`src/rtl/fetch_unit_pkg.sv`:
```
// Shared definitions for the fetch stage: datapath width, PC step, FSM states
// and the {pc, instr} buffer entry format.
package fetch_unit_pkg;

    localparam int unsigned XLEN    = 32;
    localparam logic [31:0] PC_STEP = 32'd4;

    typedef enum logic [1:0] {
        S_BOOT,
        S_RUN,
        S_FLUSH
    } fetch_state_e;

    typedef struct packed {
        logic [XLEN-1:0] pc;
        logic [XLEN-1:0] instr;
    } fetch_entry_t;

    function automatic logic [XLEN-1:0] align_pc(input logic [XLEN-1:0] pc);
        return {pc[XLEN-1:2], 2'b00};
    endfunction

endpackage

```
`src/rtl/fetch_unit_fifo.sv`:
```
// Synchronous FIFO of {pc, instr} entries; flush overrides push in the same cycle.
// Head output reads as zero while the FIFO is empty.
module fetch_unit_fifo
    import fetch_unit_pkg::*;
#(
    parameter  int unsigned DEPTH = 2,
    localparam int unsigned CNT_W = $clog2(DEPTH + 1)
) (
    input  logic               clk,
    input  logic               rst,
    input  logic               push,
    input  fetch_entry_t       push_data,
    input  logic               pop,
    input  logic               flush,
    output fetch_entry_t       head,
    output logic [CNT_W-1:0]   count,
    output logic               empty
);

    localparam int unsigned PTR_W = (DEPTH > 1) ? $clog2(DEPTH) : 1;

    fetch_entry_t       mem_q [DEPTH];
    fetch_entry_t       mem_d [DEPTH];
    logic [PTR_W-1:0]   wr_ptr_q, wr_ptr_d;
    logic [PTR_W-1:0]   rd_ptr_q, rd_ptr_d;
    logic [CNT_W-1:0]   count_q, count_d;
    logic               full;
    logic               do_push;
    logic               do_pop;

    function automatic logic [PTR_W-1:0] ptr_inc(input logic [PTR_W-1:0] p);
        return (p == PTR_W'(DEPTH - 1)) ? '0 : p + 1'b1;
    endfunction

    always_comb begin
        empty   = (count_q == '0);
        full    = (count_q == CNT_W'(DEPTH));
        do_pop  = pop && !empty;
        do_push = push && (!full || do_pop);

        mem_d    = mem_q;
        wr_ptr_d = wr_ptr_q;
        rd_ptr_d = rd_ptr_q;
        count_d  = count_q;

        if (flush) begin
            wr_ptr_d = '0;
            rd_ptr_d = '0;
            count_d  = '0;
        end else begin
            if (do_push) begin
                mem_d[wr_ptr_q] = push_data;
                wr_ptr_d        = ptr_inc(wr_ptr_q);
            end
            if (do_pop) begin
                rd_ptr_d = ptr_inc(rd_ptr_q);
            end
            case ({do_push, do_pop})
                2'b10:   count_d = count_q + 1'b1;
                2'b01:   count_d = count_q - 1'b1;
                default: count_d = count_q;
            endcase
        end
    end

    always_ff @(posedge clk) begin
        if (rst) begin
            for (int unsigned i = 0; i < DEPTH; i++) begin
                mem_q[i] <= '0;
            end
            wr_ptr_q <= '0;
            rd_ptr_q <= '0;
            count_q  <= '0;
        end else begin
            mem_q    <= mem_d;
            wr_ptr_q <= wr_ptr_d;
            rd_ptr_q <= rd_ptr_d;
            count_q  <= count_d;
        end
    end

    assign head  = empty ? '0 : mem_q[rd_ptr_q];
    assign count = count_q;

    // Upstream credit accounting must make this unreachable; a drop here would lose an instruction.
    a_no_overflow: assert property (@(posedge clk) disable iff (rst)
        !(push && !flush && full && !pop));

endmodule

```
`src/rtl/fetch_unit.sv`:
```
// RV32I instruction fetch: PC ownership, credit-limited imem requests, response
// buffering and redirect flush with drop counting of stale responses.
module fetch_unit
    import fetch_unit_pkg::*;
#(
    parameter logic [31:0] RESET_PC   = 32'h0000_0000,
    parameter int unsigned FIFO_DEPTH = 2
) (
    input  logic        clk,
    input  logic        rst,
    output logic        imem_req_valid,
    input  logic        imem_req_ready,
    output logic [31:0] imem_req_addr,
    input  logic        imem_rsp_valid,
    input  logic [31:0] imem_rsp_data,
    input  logic        redirect_valid,
    input  logic [31:0] redirect_pc,
    output logic        out_valid,
    input  logic        out_ready,
    output logic [31:0] out_pc,
    output logic [31:0] out_instr
);

    localparam int unsigned CNT_W = $clog2(FIFO_DEPTH + 1);

    fetch_state_e     state_q, state_d;
    logic [31:0]      fetch_pc_q, fetch_pc_d;
    logic [31:0]      rsp_pc_q, rsp_pc_d;
    logic [CNT_W-1:0] inflight_q, inflight_d;
    logic [CNT_W-1:0] drop_cnt_q, drop_cnt_d;

    logic [CNT_W-1:0] fifo_count;
    logic [CNT_W:0]   occupancy;
    logic             fifo_empty;
    logic             fifo_push;
    logic             fifo_pop;
    fetch_entry_t     fifo_head;
    fetch_entry_t     fifo_wdata;
    logic             req_fire;

    always_comb begin
        state_d    = state_q;
        fetch_pc_d = fetch_pc_q;
        rsp_pc_d   = rsp_pc_q;
        inflight_d = inflight_q;
        drop_cnt_d = drop_cnt_q;
        fifo_push  = 1'b0;

        // Credit counts both outstanding and buffered words so every live response has a slot.
        occupancy      = {1'b0, inflight_q} + {1'b0, fifo_count};
        imem_req_valid = (state_q != S_BOOT) && !redirect_valid
                         && (occupancy < (CNT_W + 1)'(FIFO_DEPTH));
        req_fire       = imem_req_valid && imem_req_ready;

        if (req_fire) begin
            fetch_pc_d = fetch_pc_q + PC_STEP;
        end

        case ({req_fire, imem_rsp_valid})
            2'b10:   inflight_d = inflight_q + 1'b1;
            2'b01:   inflight_d = inflight_q - 1'b1;
            default: inflight_d = inflight_q;
        endcase

        if (imem_rsp_valid) begin
            if (drop_cnt_q != '0) begin
                drop_cnt_d = drop_cnt_q - 1'b1;
            end else begin
                fifo_push = 1'b1;
                rsp_pc_d  = rsp_pc_q + PC_STEP;
            end
        end

        case (state_q)
            S_BOOT:  state_d = S_RUN;
            S_RUN:   state_d = S_RUN;
            S_FLUSH: if (drop_cnt_d == '0) state_d = S_RUN;
            default: state_d = S_BOOT;
        endcase

        // Snapshot after this cycle's accounting so only still-outstanding responses are dropped.
        if (redirect_valid) begin
            fetch_pc_d = align_pc(redirect_pc);
            rsp_pc_d   = align_pc(redirect_pc);
            drop_cnt_d = inflight_d;
            if (state_q != S_BOOT) begin
                state_d = (inflight_d != '0) ? S_FLUSH : S_RUN;
            end
        end
    end

    always_ff @(posedge clk) begin
        if (rst) begin
            state_q    <= S_BOOT;
            fetch_pc_q <= RESET_PC;
            rsp_pc_q   <= RESET_PC;
            inflight_q <= '0;
            drop_cnt_q <= '0;
        end else begin
            state_q    <= state_d;
            fetch_pc_q <= fetch_pc_d;
            rsp_pc_q   <= rsp_pc_d;
            inflight_q <= inflight_d;
            drop_cnt_q <= drop_cnt_d;
        end
    end

    assign fifo_wdata = '{pc: rsp_pc_q, instr: imem_rsp_data};
    assign fifo_pop   = out_valid && out_ready;

    fetch_unit_fifo #(
        .DEPTH (FIFO_DEPTH)
    ) u_fifo (
        .clk       (clk),
        .rst       (rst),
        .push      (fifo_push),
        .push_data (fifo_wdata),
        .pop       (fifo_pop),
        .flush     (redirect_valid),
        .head      (fifo_head),
        .count     (fifo_count),
        .empty     (fifo_empty)
    );

    assign imem_req_addr = fetch_pc_q;
    assign out_valid     = !fifo_empty;
    assign out_pc        = fifo_head.pc;
    assign out_instr     = fifo_head.instr;

endmodule

```
`config.mk`:
```
export PLATFORM = sky130hd
export DESIGN_NAME = fetch_unit
export DESIGN_NICKNAME = d
export VERILOG_FILES = /design/src/rtl/fetch_unit_pkg.sv /design/src/rtl/fetch_unit_fifo.sv /design/src/rtl/fetch_unit.sv
export SDC_FILE = /design/constraint.sdc
export NUM_CORES = 1
export LEC_CHECK = 0
export BUFFER_PORTS_ARGS = -buffer_cell sky130_fd_sc_hd__buf_2
export CAP_MARGIN = 15
export CORE_ASPECT_RATIO = 1.4
export CORE_MARGIN = 1
export CORE_UTILIZATION = 51
export CTS_CLUSTER_DIAMETER = 150
export CTS_CLUSTER_SIZE = 25
export DETAILED_ROUTE_END_ITERATION = 10
export PLACE_DENSITY = 0.86
export SKIP_LAST_GASP = 1
export SLEW_MARGIN = 20
export SYNTH_ARGS = -nofsm -noshare
export SYNTH_HDL_FRONTEND = slang
export SYNTH_SLANG_ARGS = --single-unit
export TNS_END_PERCENT = 100
```
`constraint.sdc`:
```
create_clock -name clk -period 3.13 [get_ports clk]
set_clock_uncertainty 0.15 [all_clocks]
set_input_delay 0.7825 -clock clk [delete_from_list [all_inputs] [get_ports clk]]
set_output_delay 0.7825 -clock clk [all_outputs]
set_load 0.03 [all_outputs]
```
==> impl_metrics.yaml, run 1 <==
setup_path:
  crit_start: "inflight_q[0]$_SDFF_PP0_"
  regToRegStartpoint: "inflight_q[0]$_SDFF_PP0_"
  criticalPathCategory: "reg2out"
  endpoint_kind: "primary output"
  cp_max_fo: 3
  endpoint: "imem_req_valid"
  ff2ff_setup_slack_ns: 0.33
  cp.arrival_ns: 1.93
  reg2reg_depth: 11
  startpoint_type: "flop"
  rr_endpoint: "state_q[1]$_SDFF_PP0_"
  cp.required_ns: 2.20
clock_tree:
  cts_made_buffers: 17
  clkTransAtPathRegs_ns: 0.07
  cts_buffer_depth: 2
  cts_hold_buf: 0
  postCtsResizedCells: 0
  cts-root-buf: "clkbuf_16"
  cts_setup_buffers: 0
  tritoncts: "built"
  cts.htree.levels: 4
  cts.sinks: 194
  clk_latency_ns: 0.44
power:
  power_frac_clock_pct: 38.7
  power_frac_seq_pct: 48.1
  peakVddDrop_v: 0.000355
  power.switching_mw: 1.66
  powerDensity_nw_per_um2: 527
  sw_frac_of_total_pct: 29.4
  leakagePower_nw: 3.93
  power.internal_mw: 3.98
  p_comb_share_pct: 13.2
yosys:
  synth-seq-area-share_pct: 42.5
  syn_inst: 1152
  avgSynthCellArea_sq_um: 7.93
  synthArstFlopShare_pct: 0
  synth_edf_count: 0
  yosys_warnings: 0
  ys_ff_latch: 194
  syn_area_sq_um: 9130
  ys_types: 64
  synth-main-ff-cell: "dfxtp_1"
floorplanning:
  fp-row-count: 57
  io_pins: 168
  die-area_sq_um: 18500
  start_util_pct: 52.3
  core_sq_um: 17500
  die_height_microns: 160
  chipWidth_microns: 115
outcome:
  status: "completed"
detailed_routing:
  vias: 8596
  viasPerCell: 5.67
  ant_nets: 0
  avgRoutedWirePerCell_microns: 15.3
  drtIter0Drc: 699
  dr.pass1.iters: 5
  wirelength_microns: 23300
  drc_errors: 0
place:
  place_congestion: 0.865
  place_inst: 1484
  dp_hpwl_microns: 14900
  pre_cts_slack_ns: 0.343
  port_buffers: 161
global_routing:
  grt.total_usage_pct: 25.3
  grt_pass1_vias: 7897
  grt_max_degree: 168
  grt_pass1_wl_microns: 37900
  use_met1_pct: 31.5
  antenna_found_initial: 0
  use_met3_pct: 4.30
  grt_use_met2_pct: 43.2
  grt_remaining_overflow: 0
  grt.busiest_layer: "met2"
sta:
  hold_viol: 0
  setup_viol: 0
  worst_slew_pin_slew_ns: 0.782
  rsz0062_at_grt: "false"
  fin_crit_ns: 2.86
  finalSetupTns_ns: 0
  fmax_mhz: 350
  drv_slew: 0
  slew_headroom_pct: 47.5
  fin_ws_ns: 0.272
  holdWs_ns: 0.304
  fin_crit_sh_pct: 91.3
final_layout:
  diodes: 0
  syn_to_final_growth_pct: 17.3
  nNetsFinal: 1342
  instances_no_fill: 1516
  drive_above_1_share_pct: 18.7
  fillerInstances: 1473
min_path:
  hp-class: "reg2reg"
flow_run:
  drv_cap: 0
cell families after synthesis:
group	share of synthesized area, %
simple gates	25.0
buf+inv	4.73
other cells	0.0411
mux	7.26
xor+xnor	4.79
flops	42.5
compound gates	14.9
fa+ha+maj	0.767
cells in the final DEF (no fill, tap or decap), types with 4 or more instances in the layout:
cell type,n
a211oi_1,9
a21boi_0,11
a21oi_1,143
a22oi_1,4
a31oi_1,16
and2_1,10
and3_1,7
and4_1,6
buf_12,6
buf_2,160
buf_4,15
clkbuf_16,17
conb_1,4
dfxtp_1,193
ha_1,4
inv_1,6
inv_6,5
mux2i_1,64
nand2_1,286
nand3_1,23
nand4_1,25
nor2_1,103
nor3_1,7
nor4_1,7
o21a_1,8
o21ai_0,20
o22ai_1,12
xnor2_1,16
xor2_1,34
sequential cells by signal (all words and copies together), names as in the netlist:
name / cells
u_fifo.mem_q: 124
imem_req_addr: 30
rsp_pc_q: 30
drop_cnt_q: 2
inflight_q: 2
state_q: 2
u_fifo.count: 2
u_fifo.rd_ptr_q: 1
u_fifo.wr_ptr_q: 1
power by group through the flow:
stage | combinational [mW] | sequential, mW | clock [mW]
CTS | 0.746 | 2.71 | 2.21
detailed placement | 0.737 | 2.77 | 0
floorplan | 0.486 | 2.78 | 0
global route | 0.816 | 2.73 | 2.30
finish | 0.746 | 2.72 | 2.18
global placement | 0.723 | 2.76 | 0
metrics by stage:
stage	power [mW]	utilization (%)	cell area, sq um
finish	5.64	61.3	10700
global route	5.85	61.3	10700
CTS	5.66	61.3	10700
detailed placement	3.50	57.9	10100
global placement	3.48	57.9	10100
floorplan	3.27	-	9150
worst max-delay path, cell delays in order, from the launching register on:
cell and delay (ns):
dfxtp_1 0.34, and2_1 0.17, fa_1 0.48, nor4b_2 0.27
buf_2 0.24
how the worst min path moves through the flow:
| stage | start | to | slack, ns | depth (start not counted) |
|---|---|---|---|---|
| 4_1_cts | u_fifo.mem_q[65]$_SDFFE_PP0P_ | u_fifo.mem_q[65]$_SDFFE_PP0P_ | 0.31 | 2 |
| 5_1_grt | u_fifo.mem_q[85]$_SDFFE_PP0P_ | u_fifo.mem_q[85]$_SDFFE_PP0P_ | 0.32 | 2 |
| 6_report | u_fifo.mem_q[65]$_SDFFE_PP0P_ | u_fifo.mem_q[65]$_SDFFE_PP0P_ | 0.30 | 2 |
| 3_3_place_gp | u_fifo.mem_q[90]$_SDFFE_PP0P_ | u_fifo.mem_q[90]$_SDFFE_PP0P_ | 0.29 | 2 |
| 3_5_place_dp | u_fifo.mem_q[65]$_SDFFE_PP0P_ | u_fifo.mem_q[65]$_SDFFE_PP0P_ | 0.30 | 2 |
| 2_1_floorplan | u_fifo.mem_q[100]$_SDFFE_PP0P_ | u_fifo.mem_q[100]$_SDFFE_PP0P_ | 0.29 | 2 |
routing by layer:
metal | share of wire [%] | wire length (microns)
met1 | 42 | 9670
met2 | 50 | 11600
met3 | 6.3 | 1460
met4 | 2.4 | 559
met5 | 0 | 0
synthesized netlist by cell type, drive strengths merged, types with 16 or more instances:
| cell type | n | area, sq um |
|---|---|---|
| xor2 | 34 | 298 |
| mux2i | 64 | 641 |
| nand3 | 25 | 135 |
| buf | 41 | 224 |
| nor2 | 104 | 390 |
| dfxtp | 194 | 3880 |
| clkbuf | 47 | 178 |
| nand4 | 27 | 190 |
| xnor2 | 16 | 140 |
| a31oi | 16 | 100 |
| nand2 | 286 | 1070 |
| a21oi | 143 | 716 |
| o21ai | 21 | 109 |
cell type report:
cell class	count	area, sq um	share of cell area, %
tap	236	295	2.76
inverter	8	30.0	0.280
multi-input combinational	865	4870	45.5
clock inverter	15	170	1.59
timing repair buffer	181	1030	9.64
clock buffer	17	425	3.97
sequential	194	3890	36.3
(Power assumes the default switching activity.)
==> inputs of run 2 (changes only) <==
RECOVER_POWER = 25   (was unset)
==> impl_metrics.yaml, run 2 (synthesized netlist as in run 1, its figures left out) <==
outcome:
  status: "completed"
global_routing:
  grt_max_degree: 168
  grt_pass1_wl_microns: 37900
  use_met3_pct: 4.30
  antenna_found_initial: 0
  grt.total_usage_pct: 25.3
  grt.busiest_layer: "met2"
  use_met1_pct: 31.5
  grt_remaining_overflow: 0
  grt_use_met2_pct: 43.2
  grt_pass1_vias: 7897
detailed_routing:
  viasPerCell: 5.70
  dr.pass1.iters: 6
  drc_errors: 0
  vias: 8636
  avgRoutedWirePerCell_microns: 15.4
  wirelength_microns: 23300
  ant_nets: 0
  drtIter0Drc: 717
sta:
  fin_crit_ns: 2.96
  setup_viol: 0
  slew_headroom_pct: 4.87
  fmax_mhz: 338
  worst_slew_pin_slew_ns: 1.43
  finalSetupTns_ns: 0
  rsz0062_at_grt: "false"
  drv_slew: 0
  hold_viol: 0
  fin_crit_sh_pct: 94.6
  fin_ws_ns: 0.168
floorplanning:
  core_sq_um: 17500
  io_pins: 168
  start_util_pct: 52.3
  die-area_sq_um: 18500
  chipWidth_microns: 115
  die_height_microns: 160
  fp-row-count: 57
power:
  powerDensity_nw_per_um2: 528
  leakagePower_nw: 3.81
  total_power_mw: 5.63
  peakVddDrop_v: 0.000355
final_layout:
  mostFrequentLayoutCell: "nand2_1"
  top_register: "u_fifo.mem_q"
  syn_to_final_growth_pct: 16.8
  largest_reg_flops: 124
  instances_no_fill: 1516
  nNetsFinal: 1342
  drive_above_1_share_pct: 16.0
  fillerInstances: 1497
  final_cell_mix: "nand2_1, dfxtp_1, a21oi_1"
  diodes: 0
  final_core_util_pct: 61.0
setup_path:
  cp_max_fo: 62
  critPathMaxStageDelay_ns: 0.78
  cp_slowest_cell: "clkbuf_2"
  criticalPathCategory: "in2reg"
  cp.required_ns: 3.26
  startpoint_type: "input port"
  cp.arrival_ns: 3.09
  worst_path_dominant_cell_family: "buffers and inverters"
  endpoint_kind: "flop"
  crit_buf_inv: 2
  crit_chain: "clkbuf_1 -> nor3b_4 -> o21ai_2 -> or3_2 -> clkbuf_2 -> nand2_1 -> a21oi_1"
clock_tree:
  cts_made_buffers: 17
  cts.htree.levels: 4
  cts-root-buf: "clkbuf_16"
  postCtsResizedCells: 0
  tritoncts: "built"
  cts.sinks: 194
  cts_buffer_depth: 2
  cts_setup_buffers: 0
  clk_latency_ns: 0.44
  clkTransAtPathRegs_ns: 0.07
  cts_hold_buf: 0
place:
  place_congestion: 0.865
  port_buffers: 161
  place_inst: 1484
  pre_cts_slack_ns: 0.343
  dp_hpwl_microns: 14900
flow_run:
  drv_cap: 0
min_path:
  hp-class: "reg2reg"
-- run 2: worst reg2reg max path, cell delays in order, from the launching register on --
cell and delay (ns):
dfxtp_1 0.32, buf_4 0.16, nand2b_1 0.20, o21ai_2 0.34, or3_2 0.18, clkbuf_2 1.04
nand2_1 0.18, a21oi_1 0.21
-- run 2: path summary, 6_finish.rpt --
path,cells past startpoint,end,startpoint,slack (ns)
max,7,u_fifo.mem_q[122]$_SDFFE_PP0P_,imem_rsp_valid,0.17
min,2,u_fifo.mem_q[65]$_SDFFE_PP0P_,u_fifo.mem_q[65]$_SDFFE_PP0P_,0.30
max reg2reg,7,u_fifo.mem_q[111]$_SDFFE_PP0P_,u_fifo.count[0]$_SDFFE_PP0P_,0.27
min reg2reg,2,u_fifo.mem_q[65]$_SDFFE_PP0P_,u_fifo.mem_q[65]$_SDFFE_PP0P_,0.30
-- run 2: metal layers --
layer  vias to the layer above  share of wire [%]
met3                        41                6.1
met5                         -                  0
li1                       4152                  -
met4                         0                2.5
met1                      4116                 42
met2                       327                 50
-- run 2: power breakdown --
group | internal (mW) | leakage (nW) | total (mW) | switching (mW)
combinational | 0.253 | 1.93 | 0.737 | 0.483
sequential | 2.58 | 1.58 | 2.72 | 0.134
clock | 1.14 | 0.293 | 2.18 | 1.04
-- run 2: layout make-up --
class	instances	area (sq um)	area share, %
clock buffer	17	425	3.99
clock inverter	15	170	1.60
inverter	8	30.0	0.282
multi-input combinational	865	4870	45.7
sequential	194	3890	36.5
tap	236	295	2.77
timing repair buffer	181	986	9.25
-- run 2: through the flow --
stage                     hold WS (ns)  area [sq um]
after floorplan                  0.286          9150
after global placement           0.291         10100
after detailed placement         0.296         10100
after CTS                        0.305         10700
after global routing             0.318         10700
final                            0.304         10700
==> inputs of run 3 (changes only) <==
CORE_UTILIZATION = 52   (was 51)
CTS_BUF_LIST = sky130_fd_sc_hd__clkbuf_4   (was unset)
PLACE_DENSITY = 0.87   (was 0.86)
==> impl_metrics.yaml, run 3 (synthesized netlist as in run 1, its figures left out) <==
floorplanning:
  core_sq_um: 17300
  chipWidth_microns: 114
  die-area_sq_um: 18100
  start_util_pct: 52.9
  io_pins: 168
  die_height_microns: 159
  fp-row-count: 57
power:
  p_comb_share_pct: 15.7
  power_frac_clock_pct: 28.1
  power.switching_mw: 1.49
  power.internal_mw: 3.34
  powerDensity_nw_per_um2: 463
  peakVddDrop_v: 0.000261
  sw_frac_of_total_pct: 30.9
  power_frac_seq_pct: 56.2
  leakagePower_nw: 3.80
global_routing:
  grt_pass1_vias: 7836
  grt_max_degree: 168
  grt_pass1_wl_microns: 37400
  grt.total_usage_pct: 25.4
  antenna_found_initial: 1
  grt_remaining_overflow: 0
place:
  place_inst: 1484
  place_congestion: 0.868
  dp_hpwl_microns: 15100
  port_buffers: 161
clock_tree:
  cts_buffer_depth: 2
  cts.htree.levels: 4
  clkTransAtPathRegs_ns: 0.16
  cts_made_buffers: 17
  cts-root-buf: "clkbuf_4"
  cts_hold_buf: 0
  tritoncts: "built"
  cts.sinks: 194
  clk_latency_ns: 0.60
detailed_routing:
  ant_nets: 0
  drtIter0Drc: 763
  drc_errors: 0
  dr.pass1.iters: 5
  avgRoutedWirePerCell_microns: 15.2
  wirelength_microns: 23100
  vias: 8545
  viasPerCell: 5.63
setup_path:
  crit_start: "redirect_valid"
  endpoint_kind: "flop"
  cp.required_ns: 3.50
  worst_path_dominant_cell_family: "buffers and inverters"
  regToRegStartpoint: "inflight_q[0]$_SDFF_PP0_"
  crit_chain: "clkbuf_1 -> clkbuf_2 -> inv_1 -> buf_2 -> nand2_1 -> o21ai_0"
  cp.arrival_ns: 3.39
  crit_buf_inv: 4
  cp_max_fo: 65
  critPathMaxStageDelay_ns: 0.86
  cp_slowest_cell: "buf_2"
  startpoint_type: "input port"
  criticalPathCategory: "in2reg"
outcome:
  status: "completed"
sta:
  slew_headroom_pct: 28.6
  rsz0062_at_grt: "false"
  holdWs_ns: 0.255
  fin_crit_sh_pct: 96.4
  worst_slew_pin_slew_ns: 1.07
  finalSetupTns_ns: 0
  setup_viol: 0
  fmax_mhz: 331
  drv_slew: 0
  hold_viol: 0
  fin_crit_ns: 3.02
final_layout:
  mostFrequentLayoutCell: "nand2_1"
  syn_to_final_growth_pct: 14.3
  largest_reg_flops: 124
  final_cell_mix: "nand2_1, dfxtp_1, buf_2"
  drive_above_1_share_pct: 18.8
  fillerInstances: 1568
  top_register: "u_fifo.mem_q"
  instances_no_fill: 1519
  nNetsFinal: 1344
min_path:
  hp-class: "in2reg"
  hp-start: "imem_rsp_data[17]"
flow_run:
  drv_cap: 0
## run 3: cell type report
type	instances	area, sq um	area share, %
Multi-Input combinational cell	865	4890	46.8
Sequential cell	194	3890	37.3
Timing Repair Buffer	183	1050	10.0
Tap cell	236	295	2.83
Clock inverter	15	155	1.49
Clock buffer	17	128	1.22
Inverter	8	30.0	0.288
Antenna cell	1	2.50	0.0240
## run 3: path summary, 6_finish.rpt
path | end | slack (ns) | cells past startpoint
worst max-delay path | rsp_pc_q[31]$_SDFFE_PP0P_ | 0.11 | 6
worst min-delay path | u_fifo.mem_q[81]$_SDFFE_PP0P_ | 0.25 | 3
worst max register to register | state_q[1]$_SDFF_PP0_ | 0.34 | 11
worst min register to register | u_fifo.mem_q[120]$_SDFFE_PP0P_ | 0.31 | 2
## run 3: power by group through the flow
stage                     clock network, mW  registers [mW]  logic, mW
after global placement                    0            2.76      0.719
final                                  1.36            2.72      0.757
after global routing                   1.51            2.73      0.821
after floorplan                           0            2.78      0.486
after CTS                              1.39            2.72      0.744
after detailed placement                  0            2.77      0.739
## run 3: worst reg2reg max path: cells and delay by family (launching register included)
family / cells / cell delay, ns
XOR/XNOR: 2 / 0.42
adder cells (fa/ha/maj): 2 / 0.67
AND/OR/NAND/NOR: 5 / 0.82
buffers and inverters: 1 / 0.05
AO/OA/AOI/OAI: 1 / 0.25
flip-flops: 1 / 0.35
## run 3: metal layers
layer | wire, microns | GRT usage (%) | vias up
met2 | 11700 | 42.8 | 319
met3 | 1320 | 4.47 | 44
li1 | - | - | 4162
met5 | 0 | 0 | -
met1 | 9480 | 31.6 | 4020
met4 | 615 | 10.2 | 0
## run 3: through the flow
| step | total power, mW | utilization, % | cell area [sq um] | worst slack, ns |
|---|---|---|---|---|
| global placement | 3.48 | 58.7 | 10100 | 0.420 |
| global route | 5.06 | 60.5 | 10400 | 0.0208 |
| CTS | 4.85 | 60.4 | 10400 | 0.00814 |
| floorplan | 3.27 | - | 9150 | 0.186 |
| detailed placement | 3.51 | 58.7 | 10100 | 0.324 |
| finish | 4.83 | 60.5 | 10400 | 0.112 |
## run 3: repair_timing
item / in CTS / in global routing
setup buffers: 0 / 2
cloned: 0 / 0
pin swaps: 0 / 1
gates resized for setup: 2 / 4
endpoints found under the setup margin: 1 / 8
